## config.mk

```make
export PLATFORM = sky130hd
export DESIGN_NAME = packet_request_port
export DESIGN_NICKNAME = d
export VERILOG_FILES = /design/src/rtl/packet_request_port.sv
export SDC_FILE = /design/constraint.sdc
export NUM_CORES = 1
export LEC_CHECK = 0
export ABC_AREA = 1
export BUFFER_PORTS_ARGS = -buffer_cell sky130_fd_sc_hd__buf_2
export CAP_MARGIN = 20
export CORE_ASPECT_RATIO = 1.5
export CORE_UTILIZATION = 50
export CTS_CLUSTER_SIZE = 24
export DETAILED_ROUTE_END_ITERATION = 12
export PLACE_DENSITY = 0.65
export SLEW_MARGIN = 20
export SYNTH_ARGS = -nofsm -noshare
export SYNTH_HDL_FRONTEND = slang
export SYNTH_SLANG_ARGS = --single-unit
```

## constraint.sdc

```tcl
create_clock -name clk -period 6.75 [get_ports clk]
set_input_delay 1.0125 -clock clk [delete_from_list [all_inputs] [get_ports clk]]
set_output_delay 1.0125 -clock clk [all_outputs]
set_load 0.005 [all_outputs]
```

## src/rtl/packet_request_port.sv

```systemverilog
// Input-side requester for the 4x4 switch.
// Buffers bytes from one input link, frames them into packets using the header
// length field, and requests the head packet's output port from the arbiters.
// When granted, the head packet streams out one byte per cycle with no gaps.
module packet_request_port #(
    parameter int PORT_ID = 1,
    parameter int DEPTH   = 128,
    parameter int AW      = 7
) (
    input  logic        clk,
    input  logic        reset,
    input  logic        in_valid,
    input  logic [7:0]  in_data,
    output logic        in_ready,
    output logic [3:0]  req_dest,
    output logic [15:0] req_len,
    input  logic        grant,
    output logic        out_valid,
    output logic [7:0]  out_data,
    output logic        out_sop,
    output logic        out_eop,
    output logic        busy
);

    typedef enum logic [1:0] {IDLE, REQ, SEND} state_t;

    localparam logic [AW:0] CNT_ONE = {{AW{1'b0}}, 1'b1};

    // Out-of-range parameters elaborate an empty marker block so they are easy
    // to spot in the elaborated hierarchy; PORT_ID itself drives no logic.
    if (PORT_ID < 1 || PORT_ID > 4 || DEPTH != (1 << AW) || DEPTH < 65) begin : g_bad_params
    end

    logic [7:0]  mem [DEPTH];

    state_t      state_reg, state_next;
    logic [AW:0] wr_ptr_reg, rd_ptr_reg;
    logic [AW:0] pkt_cnt_reg, pkt_cnt_next;
    logic        in_pkt_reg;
    logic [5:0]  remain_reg;
    logic [5:0]  send_left_reg;
    logic        out_valid_reg, out_sop_reg, out_eop_reg;
    logic [7:0]  out_data_reg;

    logic        full, wr_en, wr_done, eop_now;
    logic        rd_en, start_send;
    logic [7:0]  head_byte;
    logic [15:0] head_len;

    // Extra pointer MSB distinguishes full from empty when the low bits match.
    assign full     = (wr_ptr_reg[AW] != rd_ptr_reg[AW]) &&
                      (wr_ptr_reg[AW-1:0] == rd_ptr_reg[AW-1:0]);
    assign in_ready = ~full;
    assign wr_en    = in_valid & ~full;

    // A packet completes on its last byte; a zero-length header completes itself.
    assign wr_done  = wr_en && (in_pkt_reg ? (remain_reg == 6'd1) : (in_data[5:0] == 6'd0));
    assign eop_now  = (state_reg == SEND) && out_eop_reg;

    // Show-ahead view of the head of the buffer; in REQ this is the header.
    assign head_byte = mem[rd_ptr_reg[AW-1:0]];
    assign head_len  = {10'd0, head_byte[5:0]} + 16'd1;

    assign req_len   = (state_reg == REQ) ? head_len : 16'd0;
    assign busy      = (state_reg == SEND);
    assign out_valid = out_valid_reg;
    assign out_data  = out_data_reg;
    assign out_sop   = out_sop_reg;
    assign out_eop   = out_eop_reg;

    // One-hot destination request, only while waiting for a grant.
    for (genvar gi = 0; gi < 4; gi++) begin : g_req_dest
        assign req_dest[gi] = (state_reg == REQ) && (head_byte[7:6] == 2'(gi));
    end

    // Byte storage; contents need no reset since pointers define validity.
    always_ff @(posedge clk) begin
        if (wr_en) begin
            mem[wr_ptr_reg[AW-1:0]] <= in_data;
        end
    end

    // Write pointer and packet framer tracking header / payload position.
    always_ff @(posedge clk) begin
        if (reset) begin
            wr_ptr_reg <= '0;
            in_pkt_reg <= 1'b0;
            remain_reg <= 6'd0;
        end else if (wr_en) begin
            wr_ptr_reg <= wr_ptr_reg + CNT_ONE;
            if (!in_pkt_reg) begin
                if (in_data[5:0] != 6'd0) begin
                    in_pkt_reg <= 1'b1;
                    remain_reg <= in_data[5:0];
                end
            end else begin
                remain_reg <= remain_reg - 6'd1;
                if (remain_reg == 6'd1) begin
                    in_pkt_reg <= 1'b0;
                end
            end
        end
    end

    // Count of fully buffered packets: up on write completion, down on eop.
    always_comb begin
        pkt_cnt_next = pkt_cnt_reg;
        case ({wr_done, eop_now})
            2'b10:   pkt_cnt_next = pkt_cnt_reg + CNT_ONE;
            2'b01:   pkt_cnt_next = pkt_cnt_reg - CNT_ONE;
            default: pkt_cnt_next = pkt_cnt_reg;
        endcase
    end

    // Packet counter register.
    always_ff @(posedge clk) begin
        if (reset) begin
            pkt_cnt_reg <= '0;
        end else begin
            pkt_cnt_reg <= pkt_cnt_next;
        end
    end

    // FSM next state and read strobes.
    always_comb begin
        state_next = state_reg;
        rd_en      = 1'b0;
        start_send = 1'b0;
        unique case (state_reg)
            IDLE: begin
                if (pkt_cnt_reg != '0) begin
                    state_next = REQ;
                end
            end
            REQ: begin
                if (grant) begin
                    start_send = 1'b1;
                    rd_en      = 1'b1;
                    state_next = SEND;
                end
            end
            SEND: begin
                if (send_left_reg != 6'd0) begin
                    rd_en = 1'b1;
                end else begin
                    // The eop byte is on the output this cycle.
                    state_next = (pkt_cnt_next != '0) ? REQ : IDLE;
                end
            end
            default: state_next = IDLE;
        endcase
    end

    // FSM state register.
    always_ff @(posedge clk) begin
        if (reset) begin
            state_reg <= IDLE;
        end else begin
            state_reg <= state_next;
        end
    end

    // Read pointer and registered output byte stream.
    always_ff @(posedge clk) begin
        if (reset) begin
            rd_ptr_reg    <= '0;
            send_left_reg <= 6'd0;
            out_valid_reg <= 1'b0;
            out_data_reg  <= 8'd0;
            out_sop_reg   <= 1'b0;
            out_eop_reg   <= 1'b0;
        end else begin
            out_valid_reg <= rd_en;
            if (rd_en) begin
                out_data_reg <= head_byte;
                rd_ptr_reg   <= rd_ptr_reg + CNT_ONE;
                out_sop_reg  <= start_send;
                if (start_send) begin
                    send_left_reg <= head_byte[5:0];
                    out_eop_reg   <= (head_byte[5:0] == 6'd0);
                end else begin
                    send_left_reg <= send_left_reg - 6'd1;
                    out_eop_reg   <= (send_left_reg == 6'd1);
                end
            end else begin
                out_sop_reg <= 1'b0;
                out_eop_reg <= 1'b0;
            end
        end
    end

endmodule
```

==> reports/results.md, run 1 <==
| Metric | Reported | Unit |
|---|---|---|
| Run status | complete, no violations | - |
| LEAKAGE | 17.0 | nW |
| Clock transition at path regs | 70 | ps |
| Final instance count without filler cells | 5,099 | - |
| Fraction of registers with async set or reset after synthesis | 0 | - |
| Post-Place Cells | 4,932 | - |
| Synthesis warning total | 0 | - |
| Avg Vias per Cell | 5.81 | - |
| Cts hold-fix bufs | 0 | - |
| Total clock buffers created by CTS | 93 | - |
| Number of input and output port buffers inserted | 35 | - |
| Setup TNS Final | 0 | ps |
| Total via count after detailed routing | 29,600 | - |
| Worst min path class | reg -> reg | - |
| Number of nets at the end of the flow | 3,898 | - |
| Cell types with the largest area share after synthesis | sky130_fd_sc_hd__edfxtp_1 (69%), sky130_fd_sc_hd__nand2_1 (9.1%), sky130_fd_sc_hd__nand3_1 (8.8%) | - |
| Max FO, Critical Path | 101 | - |
| Number of distinct standard cells referenced by the synthesized netlist | 37 | - |
| Average detailed-routed wire length per instance | 22.7 | µm |
| Kind of end point of the critical path | output port | - |
| Final Critical Period | 5300 | ps |
| Critical Setup Path Class | reg -> out | - |
| Number of antenna violations at the first check in global routing | 0 | - |
| Share of the yosys chip area belonging to registers | 0.711 | - |
| Setup skew after layout | 23.6 | ps |
| Max cap viols | 0 | - |
| Pre-antenna DRT Iters | 6 | - |
| Share of cells above drive strength 1 | 0.0581 | - |
| Crit start category | register | - |
| Clock Path Buffers | 3 | - |
| Vias in the first global route | 28,500 | - |
| Setup-violating endpoint count in the final report | 0 | - |
| Routability cong. | 0.847 | - |
| Cell with the most instances after synthesis | sky130_fd_sc_hd__nand2_1 | - |
| Worst voltage drop across the vdd grid | 222 | µV |
| Count of final hold-check violations | 0 | - |
| Main flop type after synthesis | sky130_fd_sc_hd__edfxtp_1 | - |
| Antenna diode count | 0 | - |
| RSZ-0062 raised after global routing | no | - |
| Worst R2R Start | wr_ptr_reg[5]$_SDFFE_PP0P_ | - |
| Clock network latency to the later pin of the worst-skew pair | 700 | ps |
| Measured slew at the worst slew-check pin | 1150 | ps |
| Overall track demand over capacity in global routing | 0.255 | - |
| Die Footprint | 91,000 | µm² |
| Count of instances resized after the clock tree is built | 0 | - |
| Clock Sinks | 1,081 | - |
| Antenna violation net count after detailed routing | 0 | - |
| Clock tree from TritonCTS | built | - |
| Total standard cell area after synthesis | 44,900 | µm² |
| Highest Clock Rate | 189 | MHz |
| Post-route core utilization | 0.546 | - |
| Starting density of the core | 0.505 | - |
| Residual DRC count | 0 | - |
| H-tree level count | 3 | - |
| Number of inserted filler cells in the final layout | 7,480 | - |
| Highest cell delay on the worst timing path | 560 | ps |
| Slew headroom | 0.233 | - |
| Number of synthesized flops with an enable pin | 1,024 | - |
| Most prevalent standard cell on the critical path | sky130_fd_sc_hd__nand2_1 | - |
| Number of flip-flops in the largest register | 1,024 | - |
| Post-route fraction of the period consumed by the critical path | 0.785 | - |
| Post-CTS setup-driven buffer insertion count | 0 | - |
| Synth-to-Final Area Change | 8.12 | % |
| Yosys top cell area share | 0.685 | - |
| FF-to-FF path depth | 27 | - |
| Register bit total from synthesis | 1,081 | - |
| Data arrival time of the worst path | 4290 | ps |
| WHS Path Cells | 2 | - |
| First-pass GRT wire length | 173,000 | µm |
| Initial detailed-routing violation count | 2,706 | - |
| Overflow left after global routing | 0 | - |
| Crit path max-delay cell type | sky130_fd_sc_hd__inv_8 | - |
| Most area-hungry cell type in the Yosys netlist | sky130_fd_sc_hd__edfxtp_1 | - |
| Synthesized area per cell | 11.4 | µm² |
| Pwr Density | 277 | nW/µm² |
| Detail Placement HPWL | 66,000 | µm |
| Library cell used as clock root buffer | sky130_fd_sc_hd__clkbuf_16 | - |
| Number of instances in the synthesized netlist | 3,945 | - |
| Top cells by count, synth | sky130_fd_sc_hd__nand2_1 (1,086), sky130_fd_sc_hd__edfxtp_1 (1,024), sky130_fd_sc_hd__nand3_1 (789) | - |
| I/O pin count | 45 | - |
| Startpoint of the worst hold path | remain_reg[5]$_SDFFE_PP0P_ | - |
| CP Cell Sequence | inv_8 > buf_12 > nand3_1 > nand3_1 > nand3_1 > nand2_1 > nand2_1 > nand3_1 > nand2_1 > nand2_1 > nand2_1 > ha_1 > inv_1 > nor2_1 > nand2_1 > nand2_1 > nor2_1 > buf_2 | - |
| Crit path required time | 5740 | ps |
| Number of placement rows | 134 | - |
| Placeable Area | 88,900 | µm² |
| Horizontal die dimension | 247 | µm |
| Pin count of the biggest net entering global routing | 170 | - |
| Sum of routed wire length over all layers | 116,000 | µm |
| Final Power | 13.4 | mW |
| Die H | 369 | µm |
| Max-slew violations | 0 | - |
## path summary, 6_finish.rpt
kind                                                    to  slack (ps)
worst max-delay path                            req_len[4]        1450
worst min-delay path            remain_reg[5]$_SDFFE_PP0P_         460
worst max register to register   state_reg[0]$_SDFFE_PP0P_        2980
worst min register to register  remain_reg[5]$_SDFFE_PP0P_         460
## cell type report
| cell class | count | area [µm²] | share of cell area |
|---|---|---|---|
| Clock inverter | 43 | 405 | 0.00836 |
| Clock buffer | 124 | 2550 | 0.0525 |
| Tap cell | 1156 | 1450 | 0.0298 |
| Timing Repair Buffer | 76 | 628 | 0.0129 |
| Multi-Input combinational cell | 2542 | 11300 | 0.232 |
| Inverter | 77 | 315 | 0.00650 |
| Sequential cell | 1081 | 31900 | 0.658 |
## metal layers
metal / share of wire / wire [µm] / GRT usage
met5: 0 / 0 / 0
met4: 0.053 / 6170 / 0.138
met3: 0.063 / 7300 / 0.0384
met2: 0.50 / 58000 / 0.429
met1: 0.38 / 44200 / 0.317
## worst max-delay path: cells and delay by family (launching register included)
| family | cells | cell delay (ps) |
|---|---|---|
| fa+ha+maj | 1 | 240 |
| buf+inv | 4 | 1220 |
| simple gates | 13 | 1440 |
| flops | 1 | 500 |
## cell families after synthesis
| family | synth area share |
|---|---|
| buffers and inverters | 0.0390 |
| xor gates and xnor gates | 0.00215 |
| and+or+nand+nor | 0.209 |
| AOI/OAI and AO/OA | 0.0344 |
| other | 0.0000836 |
| DFF | 0.711 |
| adders and majority gates | 0.00418 |
## per-stage QoR
| step | hold slack (ps) | setup WS [ps] | area, µm² |
|---|---|---|---|
| final | 460 | 1450 | 48500 |
| after global routing | 506 | 1210 | 48500 |
| after CTS | 463 | 1460 | 48500 |
| after detailed placement | 452 | 2210 | 45600 |
| after global placement | 445 | 2200 | 45600 |
| after floorplan | 429 | 3500 | 44900 |
## cell usage in the layout, fill, tap and decap left out, drive strengths merged
master    instances
clkinv           31
edfxtp         1024
clkinvlp          2
xor2              7
nand3           789
o21ai           171
a21oi            41
nand4             6
buf              76
o221ai            1
o22ai            64
xnor2             4
a211oi            2
nor3             13
clkbuf          124
bufinv            7
nand2          1089
ha               15
a21boi            1
o21ba             1
dfxtp            57
nor2            313
o31ai             2
or2               4
inv              80
nor3b             2
a31oi             4
conb              9
nor4              4
## report_power, final
group / leakage, nW / switching, mW / internal (mW) / total [mW]
sequential: 9.67 / 0.0226 / 7.35 / 7.37
clock: 1.45 / 2.37 / 2.92 / 5.29
combinational: 5.84 / 0.568 / 0.186 / 0.754
(Power assumes the default switching activity.)
==> inputs of run 2 (changes only) <==
--- a/config.mk
+++ b/config.mk
@@ -12,7 +12,7 @@
 export CORE_UTILIZATION = 50
 export CTS_CLUSTER_SIZE = 24
 export DETAILED_ROUTE_END_ITERATION = 12
-export PLACE_DENSITY = 0.65
+export PLACE_DENSITY = 0.68
 export SLEW_MARGIN = 20
 export SYNTH_ARGS = -nofsm -noshare
 export SYNTH_HDL_FRONTEND = slang
==> constraint.sdc (replaced) <==
create_clock -name clk -period 4.3 [get_ports clk]
set_input_delay 0.645 -clock clk [delete_from_list [all_inputs] [get_ports clk]]
set_output_delay 0.645 -clock clk [all_outputs]
set_load 0.005 [all_outputs]
==> reports/results.md, run 2 (synthesis results as in run 1) <==
| Metric | Reported | Unit | vs previous |
|---|---|---|---|
| Crit path required time | 3650 | ps | -2090 ps |
| Worst voltage drop across the vdd grid | 382 | µV | +73% |
| Setup-violating endpoint count in the final report | 0 | - | unchanged |
| Number of nets at the end of the flow | 3,997 | - | +2.5% |
| Antenna violation net count after detailed routing | 0 | - | unchanged |
| LEAKAGE | 17.7 | nW | +4.3% |
| Critical Setup Path Class | reg -> out | - |  |
| Pwr Density | 428 | nW/µm² | +55% |
| Clock network latency to the later pin of the worst-skew pair | 700 | ps | about the same |
| Total clock buffers created by CTS | 91 | - | -2.2% |
| Kind of end point of the critical path | output port | - |  |
| Overflow left after global routing | 0 | - | unchanged |
| Crit start category | register | - |  |
| Die H | 369 | µm | unchanged |
| Detail Placement HPWL | 68,900 | µm | +4.4% |
| RSZ-0062 raised after global routing | yes | - |  |
| Setup skew after layout | 38.1 | ps | +14.5 ps |
| Avg Vias per Cell | 5.89 | - | +1.4% |
| Data arrival time of the worst path | 3530 | ps | -760 ps |
| Final Critical Period | 4170 | ps |  |
| Fin worst setup slack | 126 | ps | -1320 ps |
| Vias in the first global route | 29,900 | - | +4.9% |
| Clock transition at path regs | 60 | ps | about the same |
| Residual DRC count | 0 | - | unchanged |
| Antenna diode count | 0 | - | unchanged |
| Post-route fraction of the period consumed by the critical path | 0.971 | - |  |
| Pre-antenna DRT Iters | 6 | - | unchanged |
| Routability cong. | 0.895 | - | +5.7% |
| Clock Sinks | 1,081 | - | unchanged |
| Overall track demand over capacity in global routing | 0.266 | - | +0.0101 |
| Max-slew violations | 0 | - | unchanged |
| Number of inserted filler cells in the final layout | 7,246 | - | -3.1% |
| Run status | complete, no violations | - |  |
| Highest Clock Rate | 240 | MHz |  |
| H-tree level count | 3 | - | unchanged |
| Worst min path class | in -> reg | - |  |
| Post-place setup slack | 580 | ps | -1640 ps |
| Initial detailed-routing violation count | 3,064 | - | +13% |
| Die Footprint | 91,000 | µm² | unchanged |
| Total via count after detailed routing | 30,600 | - | +3.4% |
| Clock tree from TritonCTS | built | - |  |
| Share of cells above drive strength 1 | 0.0838 | - | +0.0257 |
| Number of input and output port buffers inserted | 35 | - | unchanged |
| Count of final hold-check violations | 0 | - | unchanged |
| First-pass GRT wire length | 180,000 | µm | +4.1% |
| Pin count of the biggest net entering global routing | 129 | - | -24% |
| Number of antenna violations at the first check in global routing | 2 | - | +2 |
| Worst slack on hold paths | 348 | ps | -112 ps |
| Commonest cells after routing, fill and taps aside | sky130_fd_sc_hd__nand2_1 (1,082), sky130_fd_sc_hd__edfxtp_1 (1,024), sky130_fd_sc_hd__nand3_1 (784) | - |  |
| I/O pin count | 45 | - | unchanged |
| Clock Path Buffers | 3 | - | unchanged |
| Post-Place Cells | 5,009 | - | +1.6% |
| Starting density of the core | 0.505 | - | unchanged |
| Most frequent standard cell in the layout excluding fill and tap cells | sky130_fd_sc_hd__nand2_1 | - |  |
| Library cell used as clock root buffer | sky130_fd_sc_hd__clkbuf_16 | - |  |
| Synth-to-Final Area Change | 11.4 | % |  |
| Measured slew at the worst slew-check pin | 1120 | ps | -30.6 ps |
| Placeable Area | 88,900 | µm² | unchanged |
| Slew headroom | 0.253 | - | +0.0205 |
| Max FO, Critical Path | 23 | - | -77% |
| Number of placement rows | 134 | - | unchanged |
| Number of flip-flops in the largest register | 1,024 | - | unchanged |
| Final instance count without filler cells | 5,203 | - | +2.0% |
| Horizontal die dimension | 247 | µm | unchanged |
| Max cap viols | 0 | - | unchanged |
| Average detailed-routed wire length per instance | 23.6 | µm | +3.8% |
| Sum of routed wire length over all layers | 123,000 | µm | +5.9% |
## run 2: changes by cell type in the layout (fill, tap and decap cells not counted), moves of 5 or more
cell | before | now
sky130_fd_sc_hd__buf_12 | 10 | 16
sky130_fd_sc_hd__buf_16 | 0 | 12
sky130_fd_sc_hd__clkinv_1 | 16 | 21
sky130_fd_sc_hd__clkbuf_16 | 95 | 102
sky130_fd_sc_hd__buf_6 | 0 | 8
sky130_fd_sc_hd__buf_4 | 39 | 101
sky130_fd_sc_hd__clkbuf_8 | 6 | 1
sky130_fd_sc_hd__nand3_1 | 789 | 784
sky130_fd_sc_hd__nand3_2 | 0 | 5
## run 2: stage by stage
stage / TNS [ps] / instance area [µm²] / total power [mW] / util
floorplan: 0 / 44900 / 12.5 / -
global placement: 0 / 46300 / 13.0 / 0.521
detailed placement: 0 / 46300 / 13.0 / 0.521
CTS: 0 / 49500 / 21.3 / 0.557
global route: -42.5 / 50000 / 21.9 / 0.562
finish: 0 / 50000 / 21.4 / 0.562
## run 2: area by class of cell
cell class	instances	area, µm²	share of cell area
clock inverter	53	538	0.0108
inverter	77	339	0.00679
clock buffer	117	2470	0.0494
tap	1156	1450	0.0290
timing repair buffer	175	1910	0.0383
timing repair inverter	2	46.3	0.000927
multi-input combinational	2542	11300	0.226
sequential	1081	31900	0.639
## run 2: critical path, stage by stage (launching register included)
cell                      delay [ps]
sky130_fd_sc_hd__dfxtp_4         480
sky130_fd_sc_hd__inv_8           260
sky130_fd_sc_hd__buf_4           330
sky130_fd_sc_hd__nand3_1         170
sky130_fd_sc_hd__nand3_1         150
sky130_fd_sc_hd__nand3_1         110
sky130_fd_sc_hd__nand2_1         150
sky130_fd_sc_hd__nand2_1         130
sky130_fd_sc_hd__nand2_1         100
sky130_fd_sc_hd__nand2_1          80
sky130_fd_sc_hd__nand2_4         130
sky130_fd_sc_hd__ha_1            180
sky130_fd_sc_hd__inv_1            60
sky130_fd_sc_hd__nor2_2          150
sky130_fd_sc_hd__nand2_1         110
sky130_fd_sc_hd__nor3_2          100
sky130_fd_sc_hd__buf_2           130
## run 2: routing by layer
layer  vias up  part of all wire  track usage
met5         -           0.00021            0
met4         4             0.060        0.158
met3       343             0.087       0.0470
met2      1555              0.49        0.440
met1     14800              0.36        0.324
li1      13900                 -            -
## run 2: final timing paths
path | end | slack, ps | cells past startpoint | from
min reg2reg | remain_reg[5]$_SDFFE_PP0P_ | 480 | 2 | remain_reg[5]$_SDFFE_PP0P_
min | in_pkt_reg$_SDFFE_PP0P_ | 350 | 3 | in_valid
max reg2reg | state_reg[0]$_SDFFE_PP0P_ | 740 | 29 | wr_ptr_reg[5]$_SDFFE_PP0P_
max | req_len[6] | 130 | 16 | register
## run 2: repair_timing
item / 4_1_cts / 5_1_grt
endpoints found under the setup margin: 5 / 5
gates cloned: 6 / 7
setup buffers: 4 / 7
resized for setup: 12 / 35
hold buffers: 0 / 0
## run 2: power by group
| group | switching, mW | internal, mW |
|---|---|---|
| sequential | 0.0287 | 11.5 |
| clock | 3.79 | 4.68 |
| combinational | 0.955 | 0.379 |
